**config.mk**
```make
export PLATFORM = sky130hd
export DESIGN_NAME = bcd_multi_counter
export DESIGN_NICKNAME = d
export VERILOG_FILES = /design/src/rtl/bcd_multi_counter.sv
export SDC_FILE = /design/constraint.sdc
export NUM_CORES = 1
export LEC_CHECK = 0
export CORE_MARGIN = 2
export CORE_UTILIZATION = 55
export CTS_CLUSTER_SIZE = 28
export DETAILED_ROUTE_END_ITERATION = 12
export DONT_BUFFER_PORTS = 1
export GPL_ROUTABILITY_DRIVEN = 0
export PLACE_DENSITY = 0.7
export SLEW_MARGIN = 10
export SYNTH_ARGS = -nofsm -noshare
export SYNTH_HDL_FRONTEND = slang
export SYNTH_SLANG_ARGS = --single-unit
export TNS_END_PERCENT = 5
```
**constraint.sdc**
```tcl
create_clock -name clk -period 5.1 [get_ports clk]
set_input_delay 0.51 -clock clk [delete_from_list [all_inputs] [get_ports clk]]
set_output_delay 0.51 -clock clk [all_outputs]
set_load 0.05 [all_outputs]
```
**src/rtl/bcd_multi_counter.sv**
```systemverilog
// Multi-digit BCD up/down counter; each digit has its own modulus, cascading in one cycle.
// count/roll/sat are registered (one edge); at_max/at_zero decode count combinationally.
module bcd_multi_counter #(
  parameter int                  DIGITS = 4,
  parameter logic [4*DIGITS-1:0] MAXV   = 16'h9999,
  parameter bit                  SAT    = 1'b0
) (
  input  logic                  clk,
  input  logic                  rst,
  input  logic                  clr,
  input  logic                  en,
  input  logic                  dir,
  input  logic                  load,
  input  logic [4*DIGITS-1:0]   load_val,
  output logic [4*DIGITS-1:0]   count,
  output logic                  roll,
  output logic                  sat,
  output logic                  at_max,
  output logic                  at_zero
);

  logic [4*DIGITS-1:0] count_q, count_d;
  logic                roll_q, roll_d;
  logic                sat_q, sat_d;

  logic [4*DIGITS-1:0] step_val;
  logic [4*DIGITS-1:0] load_clamped;
  logic                carry;
  logic                all_max;
  logic                limit;
  logic [3:0]          cur_dig;
  logic [3:0]          max_dig;
  logic [3:0]          ld_dig;

  // Ripple the step through the digits: digit i moves only when every lower digit
  // sat at its turnover value (MAX going up, 0 going down).
  always_comb begin
    step_val     = count_q;
    load_clamped = '0;
    carry        = 1'b1;
    all_max      = 1'b1;
    cur_dig      = '0;
    max_dig      = '0;
    ld_dig       = '0;
    for (int i = 0; i < DIGITS; i++) begin
      cur_dig = count_q[4*i +: 4];
      max_dig = MAXV[4*i +: 4];
      ld_dig  = load_val[4*i +: 4];
      if (carry) begin
        if (dir) step_val[4*i +: 4] = (cur_dig == max_dig) ? 4'd0 : cur_dig + 4'd1;
        else     step_val[4*i +: 4] = (cur_dig == 4'd0) ? max_dig : cur_dig - 4'd1;
      end
      carry = carry && (dir ? (cur_dig == max_dig) : (cur_dig == 4'd0));
      if (cur_dig != max_dig) all_max = 1'b0;
      load_clamped[4*i +: 4] = (ld_dig > max_dig) ? max_dig : ld_dig;
    end
  end

  assign limit = dir ? all_max : (count_q == '0);

  always_comb begin
    count_d = count_q;
    roll_d  = 1'b0;
    sat_d   = 1'b0;
    if (clr) begin
      count_d = '0;
    end else if (load) begin
      count_d = load_clamped;
    end else if (en) begin
      if (limit && SAT) begin
        sat_d = 1'b1;
      end else begin
        // At the limit the cascade itself yields all-zero (up) or MAXV (down).
        count_d = step_val;
        roll_d  = limit;
      end
    end
  end

  always_ff @(posedge clk) begin
    if (rst) begin
      count_q <= '0;
      roll_q  <= 1'b0;
      sat_q   <= 1'b0;
    end else begin
      count_q <= count_d;
      roll_q  <= roll_d;
      sat_q   <= sat_d;
    end
  end

  assign count   = count_q;
  assign roll    = roll_q;
  assign sat     = sat_q;
  assign at_max  = all_max;
  assign at_zero = (count_q == '0);

endmodule

```
## Yosys cells after proc, flatten, opt, wreduce, memory -nomap -nowiden

Cells that the tools add are included.

- $add $sub $neg: 8
- Order comparisons: 4
- Muxes and demuxes: 29
- $mul: 0
- Divide/modulo/power cells: 0
- Bitwise gates (word level): 1
- Equality and inequality tests: 8
- Shift operators: 0
- Reduce and logical (&&, ||, !) cells: 16

Operator list:

| kind | number |
|---|---|
| 4-bit two-way mux | 19 |
| 16-bit two-way mux | 2 |
| 4-bit by 1-bit adder with 4-bit output (second input constant) | 4 |
| 4-bit equality test (second input constant) | 4 |
| 4-bit > comparator (second input constant) | 4 |
| 16-bit logical NOT | 1 |
| 4-bit logical NOT | 4 |
| 4-bit != test (second input constant) | 4 |
| 4-bit by 1-bit subtractor with 4-bit output (second input constant) | 4 |
| 1-bit two-way mux | 8 |
| 2-bit nonzero test | 4 |
| 2-bit AND reduction | 3 |
| 4-bit OR reduction | 1 |
| 1-bit logical AND | 2 |
| 2-bit OR reduction | 1 |
| 1-bit inverter | 1 |

- Bits of input ports: 22
- Memories: 0
- ROM bits: 0
- Word-level logic and storage cells: 71
- Flip-flop bits (word level): 17
- Latch bits: 0
- Memory bits (writable): 0
- Output and inout port bits: 20

## Depth between registers and ports, before layout

Gate-level depths: netlist of the first run.

- Depth after elaboration: 7
- Mapped depth: 7

## Worst setup path before layout of the first run

No wires, ideal clock.

- Kind: register -> output
- Start: register count_q[0] (netlist: count[0])
- End: output at_max
- Path buffers: 1
- Path slack: 1868 ps
- Stages on the path, launching flop included: 4
- Data arrival time: 2722 ps
- Path through: dfxtp_1 > buf_1 > nand4_1 > nor4_1

- Longest elaborated chain between the ends: 5

Ends and longest elaborated chain:

| what | line | RTL |
|---|---|---|
| from (decl) | 22 | `logic [4*DIGITS-1:0] count_q, count_d;` |
| from (signal assigned) | 86 | `count_q <= count_d;` |
| 4-bit != test | 54 | `if (cur_dig != max_dig) all_max = 1'b0;` |
| 1-bit two-way mux (4 in a row) | 54 |  |
| to (decl) | 18 | `output logic at_max,` |

Every way passes these cells.

## Final worst setup path of the first run

- Start: register count_q[8] (netlist: count[8])
- End: output at_zero

- Longest elaborated chain between the ends: 1

Ends and longest elaborated chain:

| what | line | RTL |
|---|---|---|
| 16-bit logical NOT | 96 | `assign at_zero = (count_q == '0);` |
| to (decl) | 19 | `output logic at_zero` |

Every way passes these cells.

==> results summary, run 1 <==
The run finished with clean final reports. The clock period minus final worst setup slack came out at 3.04 ns. Fill cells in the final layout number 274.

The count of endpoints failing setup in the final report came out at 0. The share of the synthesized area in the top cell type came out at 21.7%. The width of the die is 57.4 µm. The worst path setup slack after routing came out at 2.06 ns. The total iterations of the first detailed-routing run is 7.

The share of post-route cells with drive strength above 1 is 7.00%. The pre-CTS setup slack is 2.41 ns. The first global-routing pass estimated 6510 µm of wire. The post-CTS setup buffer count came out at 0. The critical path launch point type is a flip-flop. The floorplan step set the die height to 57.4 µm.

For the final routed database, the setup TNS stands at 0 ns. The average footprint of a synthesized cell is 7.14 µm². The number of sinks handled by clock tree synthesis is 17.

Across the whole layout, storage elements account for 340 µm². The register bit count reported by yosys is 17. After synthesis, the cell types taking the most area are dfxtp_1 22%, o21ai_0 6.4%, nor2_1 4.8%, clkbuf_1 3.6%, xnor2_1 3.3%. The violation count after the first detailed-route iteration is 88. The synthesis warning total is 0. The level count of the clock H-tree came out at 1. Setup repair after global routing left no endpoint under its margin.

The area added between synthesis and finish is -1.91%. The pin count of the biggest net entering global routing came out at 40. The static leakage power came out at 0.518 nW. The count of endpoints failing hold in the final timing report is 0. The tightest slew margin relative to the limit came out at 37.6%. The number of nets in the layout is 223.

After floorplanning, the core was sized to cover 2730 µm². Detailed routing inserted a total of 1519 vias. Counting both buffers and inverters, the worst setup path holds a total of 0.

The clock insertion delay at the later pin of the skew report came out at 0.30 ns. Clock tree synthesis inserted a total of 3 buffers. The total congestion overflow is 0. The area of the multi-input gates is 1090 µm². The count of nets left with antenna violations after detail routing came out at 0. The post-synthesis async set-or-reset flop share is 0%. The transition at the pin with the smallest max-transition slack is 0.935 ns.

The mapped netlist covers 1570 µm². In the final routed layout, each cell accounts on average for 16.0 µm. The number of antenna repair diodes came out at 0. For this run, the leading register cell type out of synthesis is dfxtp_1. The worst setup path is captured at an output port.

For this run, the slowest stage of the critical path takes 0.77 ns. In the global route stage, overall resource usage came out at 24.3%. The tool flagged a number of max-cap violations equal to 0. Buffers placed on the I/O ports in this run total 0. The number of flops mapped to enable cells by yosys is 0. TritonCTS built the clock tree. The post-synthesis net count came out at 242.

The highest attainable clock frequency is 329 MHz. The quantity of gates resized following cts came out at 0. The post-detailed-routing wire length is 3690 µm.

The gate family responsible for the most delay along the worst path is simple AND/OR/NAND/NOR gates. The critical path goes through or2_2 -> or4_1 -> nor3b_2. During I/O placement, the number of pins put on the boundary was 42. The endpoint required time on the critical path came out at 4.59 ns. The number of global-route vias before repair is 1519. In this run the core area contains 19 standard-cell rows. The clock transition at the registers of the reported paths is 0.10 ns. The clock passes through at most 2 buffers.

VDD sags by at most 144 µV. The detailed-route vias per instance is 6.58. The initial antenna violation count is 0. Summed over all instances, the cell type with the most area after synthesis is dfxtp_1. The buffer type at the clock tree root is clkbuf_4. In this run the worst path has a maximum fanout of 13. The fraction of the yosys area taken by sequential cells is 21.7%.

The initial utilization of the core area, before any placement, comes to 57.4%. The placed wire-length estimate is 2570 µm. The tightest min-delay check is of the input pin to flip-flop type. The total power divided by cell area is 203 nW/µm². The commonest cells after synthesis are 20 x nor2_1, 20 x o21ai_0, 17 x dfxtp_1.

The count of hold buffers inserted by post-cts repair came out at 0. The instance count of the mapped netlist came out at 220. The overall die area is 3300 µm². The clock skew came out at 0.00268 ns. Data arrives at the worst endpoint at 2.53 ns. The final-layout worst hold slack came out at 0.309 ns. The final max-slew violation count came out at 0. The number of design rule violations left after detail routing came out at 0. The worst setup path is of the flip-flop to output port kind. The final worst-path cycle share is 59.6%. The count of unique library cells instantiated by Yosys came out at 56. The cell with the largest stage delay on the worst path is nor3b_2.
## cell families (layout without fill, tap and decap cells)
family / after synthesis / in the layout / synth area share (%)
AND/OR/NAND/NOR: 90 / 90 / 32.4
multiplexers: 5 / 5 / 3.19
XOR/XNOR: 10 / 10 / 5.58
AO/OA/AOI/OAI: 63 / 63 / 27.5
flip-flops: 17 / 17 / 21.7
other: 1 / 1 / 0.239
buffers and inverters: 34 / 14 / 9.40
## cell usage in the layout, fill, tap and decap left out, drive strengths merged, types with 2 or more instances in the layout
| cell type | count |
|---|---|
| a211oi | 3 |
| a21boi | 2 |
| a21oi | 7 |
| a221oi | 4 |
| a2bb2oi | 2 |
| a311oi | 2 |
| a31oi | 4 |
| and3 | 2 |
| clkbuf | 4 |
| dfxtp | 17 |
| inv | 9 |
| mux2i | 5 |
| nand2 | 13 |
| nand2b | 7 |
| nand3 | 10 |
| nand3b | 2 |
| nand4 | 5 |
| nor2 | 21 |
| nor2b | 5 |
| nor3 | 5 |
| nor3b | 3 |
| nor4 | 3 |
| o2111ai | 3 |
| o211ai | 3 |
| o21a | 3 |
| o21ai | 20 |
| o22ai | 2 |
| o31ai | 2 |
| or2 | 3 |
| or3 | 4 |
| xnor2 | 6 |
| xor2 | 4 |
## worst reg2reg max path: stages (launching register included)
cell and delay, ns:
dfxtp_1 0.60, or2_2 0.43, or4_1 0.43, nor3b_2 0.77, nand2b_1 0.11, a21oi_1 0.15
## final cells by class
type / instances / share of cell area, %
flip-flops and latches: 17 / 22.1
well taps: 31 / 2.52
multi-input cells: 169 / 71.0
inverters: 9 / 2.19
repair buffers: 1 / 0.487
clock buffers: 4 / 1.71
## flip-flops by register name, indices dropped and copies added (netlist names)
name,count
count,16
roll,1
## layer usage
metal  vias up  GRT usage [%]  share of wire [%]
li1        749              -                  -
met1       708           30.2                 44
met2        58           42.7                 47
met3         4           3.85                7.6
met4         0           7.97                1.0
met5         -              0                  0
## power by group
group          switching, W  internal [W]
Combinational     0.0000363     0.0000292
Sequential        0.0000331      0.000138
Clock             0.0000459     0.0000305
Total              0.000115      0.000197
## path summary, 6_finish.rpt
check | startpoint | endpoint | slack (ns) | cells past startpoint
worst max-delay path | count[8] | at_zero | 2.06 | 3
worst min-delay path | load | count[2] | 0.31 | 1
worst max register to register | count[8] | roll | 2.55 | 5
worst min register to register | count[13] | count[13] | 0.83 | 2
## metrics by stage
step | cells | power [W] | area [µm²] | utilization (%)
CTS | 231 | 0.000316 | 1540 | 56.3
global route | 231 | 0.000328 | 1540 | 56.3
floorplan | 220 | 0.000238 | 1570 | -
global placement | 227 | 0.000236 | 1510 | 55.4
detailed placement | 227 | 0.000239 | 1510 | 55.4
finish | 231 | 0.000313 | 1540 | 56.3
No activity file was read; power rests on OpenSTA's default activity.
==> run 2, diff against run 1 <==
==> constraint.sdc (replaced) <==
create_clock -name clk -period 2.83 [get_ports clk]
set_input_delay 0.283 -clock clk [delete_from_list [all_inputs] [get_ports clk]]
set_output_delay 0.283 -clock clk [all_outputs]
set_load 0.05 [all_outputs]
==> run 2 against run 1 <==
Critical endpoint unchanged. Final area grew 3.9%. Core utilization grew 2.2 points. Critical path depth grew 1. Sequential power grew 64%. Highest routed layer unchanged.
==> results summary, run 2 (same netlist as run 1, synthesis figures left out) <==
The run finished with clean final reports. The clock skew came out at 0.00134 ns (-0.00134 ns). The clock transition at the registers of the reported paths is 0.11 ns (about the same). The clock insertion delay at the later pin of the skew report was 0.30 ns (about the same). The worst register-to-register path begins at count[5]. The overall fraction of global-route tracks in use came to 24.1% (-0.27 points).

The met2 routing resource usage after global routing is 39.6% (-3.1 points). In this design, the largest share of critical-path delay is due to simple AND/OR/NAND/NOR gates. Among all stages on the critical path, the largest delay is contributed by dfxtp_1. The critical path arrival was 2.05 ns (-0.48 ns). The layer with the highest usage is met2.

The final instance area is 1600 µm² (+3.9%). The worst setup path is launched from a flip-flop. The pin count of the biggest net entering global routing is 40 (unchanged). Based on the critical path, the design can be clocked at up to 429 MHz. The total I/O pin count came out at 42 (unchanged). Compared with the post-synthesis result, the final layout area differs by 1.91%. The detailed-route vias per instance came out at 6.65 (+1.1%). The initial antenna violation count came out at 0 (unchanged). The count of endpoints failing setup in the final report came out at 0 (unchanged). The clock buffer count from CTS came to 3 (unchanged). The area after detailed placement came out at 1570 µm² (+4.0%). The pre-CTS setup slack is 0.827 ns (-1.59 ns). The final max-slew violation count came to 0 (unchanged).

The placed wire-length estimate is 2690 µm (+4.8%). The worst path setup slack after routing is 0.499 ns (-1.56 ns). The final worst-path cycle share is 82.4%. The width of the die came out at 57.4 µm (unchanged). The overall die area came to 3300 µm² (unchanged). The static leakage power was 0.560 nW (+8.2%). The max capacitance violation total was 0 (unchanged). The global-route wire length before repair is 6440 µm (-1.1%). The buffer and inverter count on the worst path came out at 1 (+1). In this run the most critical hold path is launched from load. The post-CTS setup buffer count came out at 0 (unchanged). The flip-flop count of the largest register after layout is 16 (unchanged). The final total power came out at 0.000575 W (+84%).

The endpoint required time on the critical path came out at 2.55 ns (-2.04 ns). The routed length per placed instance is 15.9 µm (-0.17%). The met3 routing resource usage after global routing is 2.95% (-0.91 points). The number of cell rows is 19 (unchanged). The violation count after the first detailed-route iteration is 156 (+77%).

The post-detailed-routing wire length is 3810 µm (+3.3%). In the layout the commonest cells are 20 x nor2_1, 20 x o21ai_0, 17 x dfxtp_1. The count of hold buffers inserted by post-cts repair came out at 0 (unchanged).

The total power divided by cell area was 359 nW/µm² (+77%). The maximum net fanout on the critical path came out at 9 (-4). The tightest min-delay check is of the input pin to flip-flop type. Clock tree synthesis selected as its root buffer the cell clkbuf_4.

The clock period minus final worst setup slack is 2.33 ns. The maximum buffer depth of the clock tree is 2 (unchanged). The level count of the clock H-tree is 1 (unchanged). The count of nets left with antenna violations after detail routing is 0 (unchanged).

The cell count along the critical path came to 4 (+1). The number of vias after detailed routing came out at 1589 (+4.6%). The number of global-route vias before repair is 1483 (-2.4%). The number of antenna repair diodes is 0 (unchanged). The tightest slew margin relative to the limit was 41.0% (+3.5 points). The met1 usage in global routing came out at 32.5% (+2.4 points).

The slack of the worst reg-to-reg path was 0.83 ns (-1.72 ns). The total congestion overflow is 0 (unchanged). The critical path goes through or2_2 -> nor4_1 -> nor3b_2 -> buf_4. The transition at the pin with the smallest max-transition slack came out at 0.884 ns (-0.0519 ns).

The number of sinks handled by clock tree synthesis came to 17 (unchanged). The type of the worst setup path is flip-flop to output port. The share of post-route cells with drive strength above 1 came out at 10.6% (+3.6 points). The core region area was 2730 µm² (unchanged). The cell depth of the worst hold path came out at 1 (unchanged). The final core utilization came out at 58.5% (+2.2 points). The origin of the worst setup path is count[5]. The cell count of the worst reg-to-reg path was 6 (+1).

The number of design rule violations left after detail routing was 0 (unchanged). The number of port buffers is 0 (unchanged). The die boundary height came out at 57.4 µm (unchanged).

The count of endpoints failing hold in the final timing report was 0 (unchanged). The total iterations of the first detailed-routing run came out at 4 (-3). The number of nets in the layout came to 231 (+3.6%). Setup repair after global routing left no endpoint under its margin. STA classifies the critical path endpoint as an output port. The clock tree from TritonCTS is built. The worst voltage drop across the vdd grid is 241 µV (+67%). The total negative slack was 0 ns (unchanged). The biggest cell delay along the critical path was 0.56 ns (-0.21 ns).

The quantity of gates resized following cts was 0 (unchanged). The effective utilization at floorplan came out at 57.4% (unchanged).
## run 2: cell types whose count changed in the layout (fill, tap and decap cells not counted), sizes merged
| cell | delta |
|---|---|
| buf | +8 |
## run 2: stage by stage
| step | hold slack, ns | cells |
|---|---|---|
| 6_report | 0.0783 | 239 |
| 2_1_floorplan | 0.392 | 220 |
| 4_1_cts | 0.0672 | 239 |
| 3_5_place_dp | 0.391 | 235 |
| 3_3_place_gp | 0.389 | 235 |
| 5_1_grt | 0.0550 | 239 |
## run 2: per-layer routing
metal | part of all wire [%] | routed length (µm)
met5 | 0 | 0
met1 | 46 | 1740
met2 | 47 | 1790
met3 | 6.2 | 236
met4 | 1.1 | 43
## run 2: where the power goes
part,switching [W],internal (W),total (W)
registers,0.0000328,0.000248,0.000281
logic,0.0000942,0.0000610,0.000155
clock network,0.0000833,0.0000549,0.000138
total,0.000210,0.000364,0.000575
## run 2: cell type report
cell class | count | area, µm²
Clock buffer | 4 | 26.3
Fill cell | 246 | 1130
Inverter | 9 | 33.8
Multi-Input combinational cell | 169 | 1090
Sequential cell | 17 | 340
Tap cell | 31 | 38.8
Timing Repair Buffer | 9 | 67.6
## run 2: path summary, 6_finish.rpt
kind / endpoint
max: at_zero
min: count[2]
max reg2reg: roll
min reg2reg: count[13]
==> RTL edit 1: new RTL, settings of run 1 <==
Change the parameter `SAT` from 1'b0 to 1'b1.
--- a/src/rtl/bcd_multi_counter.sv
+++ b/src/rtl/bcd_multi_counter.sv
@@ -3,7 +3,7 @@
 module bcd_multi_counter #(
   parameter int                  DIGITS = 4,
   parameter logic [4*DIGITS-1:0] MAXV   = 16'h9999,
-  parameter bit                  SAT    = 1'b0
+  parameter bit                  SAT    = 1'b1
 ) (
   input  logic                  clk,
   input  logic                  rst,
Function: changed (a bounded check fails within 4 cycles, from zero or initial values).
==> RTL edit 1 against run 1 <==
  * Count of clock-buffer cells in the layout is the same
  * Routed wire length grew 5.8%
  * Sequential cell count is the same
  * Fmax shrank 9.3%
  * Area after synthesis grew 1.9%
  * Register-to-register slack lost 0.80 ns
  * Utilization grew 0.29 points
  * Die area grew 1.8%
  * Worst setup slack lost 0.31 ns
  * Non-clock buffer count shrank 1
  * Power grew 4.1%
  * Cell area grew 1.4%
  * Combinational power grew 19%
  * Largest power group unchanged
==> RTL edit 1: results (changes against run 1) <==
| Metric | Value |
|---|---|
| Non-filler instance count after layout | 232 (+0.43%) |
| Status | finished clean |
| Syn_nets | 243 (+0.41%) |
| CP arrival | 3.56 ns (+1.03 ns) |
| Synth area leaders | dfxtp_1, a21oi_1, o21ai_0 |
| Switch Pwr | 0.123 mW (+6.4%) |
| DP Worst Slack | 1.79 ns (-0.625 ns) |
| Mapped Avg Cell Area | 7.24 sq um (+1.5%) |
| Setup ws final | 1.75 ns (-0.311 ns) |
| DR pass1 iterations | 5 (-2) |
| Fin nets | 224 (+0.45%) |
| Vias in the first global route | 1475 (-2.9%) |
| Static leakage | 0.507 nW (-2.1%) |
| Via density | 6.78 (+3.1%) |
| Worst-Skew Late Latency | 0.29 ns |
| Largest net degree at the start of global routing | 41 (+2.5%) |
| First-pass GRT wire length | 6580 um (+1.1%) |
| Distinct cells, synth | 52 (-7.1%) |
| Slew @ Worst Pin | 0.951 ns (+0.0161 ns) |
| Share of cells above drive strength 1 | 6.47% (-0.53 points) |
| Reg2reg end | count[14] |
| WL final | 3900 um (+5.8%) |
| Crit path from | count[4] |
| GRT Util Overall | 24.6% (+0.31 points) |
| Worst vdd ir | 0.203 mV (+41%) |
| Area of placed instances | 0.00154 sq mm (+1.4%) |
| Antenna cells | 0 (unchanged) |
| Critical Path Sink | count[14] |
| HPWL after DPL | 2740 um (+6.6%) |
| Seq/Total Area, Yosys | 21.3% (-0.41 points) |
| Reg2Reg Depth | 6 (+1) |
| Clk_skew | 0.000894 ns (-0.00178 ns) |
| Crit path max-delay cell type | dfxtp_1 |
| CP peak stage delay | 0.90 ns (+0.13 ns) |
| Synth cell count leaders | dfxtp_1, a21oi_1, o21ai_0 |
==> RTL edit 1: cell count changes in the layout (fill, tap and decap cells not counted), sizes merged, moves of 3 or more <==
cell / delta
and3: +3
o21ai: -4
a211oi: +3
and2: +3
nor2: -7
nand2b: -7
or3: -3
nor3: +8
a21oi: +10
nand4: -5
nand3: +5
o31ai: +3
o2111ai: -3
nand2: -3
==> RTL edit 1: worst min-delay path by stage <==
stage / to / slack (ns) / cells past startpoint
floorplan: count[3] / 0.65 / 2
global placement: sat / 0.60 / 1
detailed placement: sat / 0.59 / 1
CTS: sat / 0.27 / 1
global route: sat / 0.27 / 1
finish: sat / 0.30 / 1
==> RTL edit 1: area by class of cell <==
type | count | area, sq um
Inverter | 8 | 30.0
Multi-Input combinational cell | 172 | 1130
Tap cell | 31 | 38.8
Fill cell | 283 | 1200
Clock buffer | 4 | 26.3
Sequential cell | 17 | 340
==> RTL edit 1: routing by layer <==
layer / vias up / wire length, um / GRT usage, %
met3: 2 / 329 / 7.14
met5: - / 0 / 0
met1: 727 / 1620 / 31.6
met2: 61 / 1930 / 40.1
met4: 0 / 19 / 7.31
li1: 783 / - / -
==> RTL edit 1: logic make-up (layout without fill, tap and decap cells) <==
group                  count (synthesis)  count (layout)  synth area share, %
XOR/XNOR                               8               8                 4.38
other                                  1               1                0.234
buffers and inverters                 32              12                 8.68
multiplexers                           8               8                 5.08
flip-flops                            17              17                 21.3
AO/OA/AOI/OAI                         71              71                 29.9
AND/OR/NAND/NOR                       84              84                 30.5
==> RTL edit 1: power groups by stage <==
stage	clock network, mW	logic (mW)	registers, mW
4_1_cts	0.0758	0.0780	0.174
3_3_place_gp	0	0.0751	0.176
6_report	0.0741	0.0779	0.174
3_5_place_dp	0	0.0777	0.177
2_1_floorplan	0	0.0857	0.164
5_1_grt	0.0812	0.0871	0.176
==> RTL edit 2: new RTL, config.mk and constraints of run 1 <==
Without the edit above. Register the output `at_zero`; this adds one clock of latency there. The other outputs are not delayed to match. Comments in the files are not updated.
--- a/src/rtl/bcd_multi_counter.sv
+++ b/src/rtl/bcd_multi_counter.sv
@@ -93,7 +93,9 @@
   assign roll    = roll_q;
   assign sat     = sat_q;
   assign at_max  = all_max;
-  assign at_zero = (count_q == '0);
+  always_ff @(posedge clk) begin
+    at_zero <= (count_q == '0);
+  end
 
 endmodule
 
Check against the original RTL: not equivalent (a bounded check fails within 4 cycles, from zero or initial values).
==> RTL edit 2 against run 1 <==
  * Critical path depth unchanged
  * Area after synthesis up 1.3%
  * Cell area up 0.73%
  * Largest power group unchanged
  * Clock skew about the same
  * Worst setup slack better by 0.58 ns
  * Sequential cell count up 1
  * Non-clock buffer count unchanged
  * Routed wire length about the same
  * Clock power down 3%
  * Power up 2.1%
  * Critical endpoint is now at_max
  * Synthesized cell count up 0.45%
==> RTL edit 2: results (changes against run 1) <==
| Metric | Value |
|---|---|
| Post-CTS Setup Repair Bufs | 0 (unchanged) |
| GRT Util Overall | 22.8% (-1.5 points) |
| Seq/Total Area, Yosys | 22.7% (+0.99 points) |
| Via count | 1539 (+1.3%) |
| Distinct cells, synth | 56 (unchanged) |
| HPWL after DPL | 2580 um (+0.45%) |
| DR pass1 iterations | 4 (-3) |
| Synth cell count leaders | nor2_1, o21ai_0, dfxtp_1 |
| Clk_skew | 0.00312 ns (+0.000446 ns) |
| Via density | 6.66 (+1.3%) |
| CP arrival | 1.95 ns (-0.58 ns) |
| WL final | 3680 um (about the same) |
| Slew @ Worst Pin | 0.926 ns (-0.00984 ns) |
| Status | finished clean |
| Area of placed instances | 0.00153 sq mm (+0.99%) |
| Gate Count Post-Synth | 221 (+0.45%) |
| YS warnings | 0 (unchanged) |
| Static leakage | 0.522 nW (+0.94%) |
| Synth area leaders | dfxtp_1, o21ai_0, nor2_1 |
| Initial DRC count | 81 (-8.0%) |
| Placed insts | 228 (+0.44%) |
| Max reg flops | 16 (unchanged) |
| Worst vdd ir | 0.176 mV (+22%) |
| First-pass GRT wire length | 6110 um (-6.1%) |
| Top delay family on crit path | flip-flops |
| Syn_nets | 243 (+0.41%) |
| CP peak stage delay | 0.93 ns (+0.16 ns) |
| Share of cells above drive strength 1 | 6.50% (-0.50 points) |
| CP Max Fanout | 14 (+1) |
| Max-cap violations | 0 (unchanged) |
| CTS buffer count | 3 (unchanged) |
| DP Worst Slack | 2.74 ns (+0.331 ns) |
| Crit path max-delay cell type | dfxtp_1 |
| Vias in the first global route | 1298 (-15%) |
[RTL edit 2: cell count changes in the layout (fill, tap and decap cells not counted)]
cell and delta:
dfxtp_1 +1, nor3b_1 +1, nor3b_2 -1, clkbuf_1 -1
[RTL edit 2: area by class of cell]
cell class | instances | area, sq um
fill | 257 | 1210
tap | 31 | 38.8
inverter | 9 | 33.8
multi-input combinational | 169 | 1090
clock buffer | 3 | 22.5
sequential | 18 | 360
timing repair buffer | 1 | 7.51
[RTL edit 2: power by group]
part | switching [mW] | total, mW | internal (mW)
combinational | 0.0315 | 0.0602 | 0.0287
sequential | 0.0381 | 0.185 | 0.147
clock | 0.0467 | 0.0743 | 0.0275
total | 0.116 | 0.319 | 0.203
[RTL edit 2: path summary, 6_finish.rpt]
path	startpoint	endpoint	slack [ns]	depth (start not counted)
worst max-delay path	count[0]	at_max	2.64	3
worst min-delay path	load	count[1]	0.31	1
worst max register to register	count[0]	count[7]	2.71	5
worst min register to register	count[13]	count[13]	0.83	2
[RTL edit 2: cell families after synthesis]
logic type / Yosys count / synth area share (%)
simple gates: 90 / 32.0
compound gates: 63 / 27.1
buf+inv: 34 / 9.28
flops: 18 / 22.7
xor+xnor: 10 / 5.51
mux: 5 / 3.15
other cells: 1 / 0.236
[RTL edit 2: routing by layer]
layer / vias to the layer above / wire length [um] / global-route usage, %
li1: 754 / - / -
met1: 713 / 1630 / 31.9
met2: 66 / 1740 / 35.6
met3: 6 / 272 / 4.46
met4: 0 / 42 / 6.98
met5: - / 0 / 0
[RTL edit 2: worst reg2reg max path, stage by stage (launching register included)]
cell,delay (ns)
dfxtp_1,0.93
nor3_1,0.21
o211ai_4,0.41
o22ai_1,0.15
a2111oi_0,0.45
nor3_1,0.11
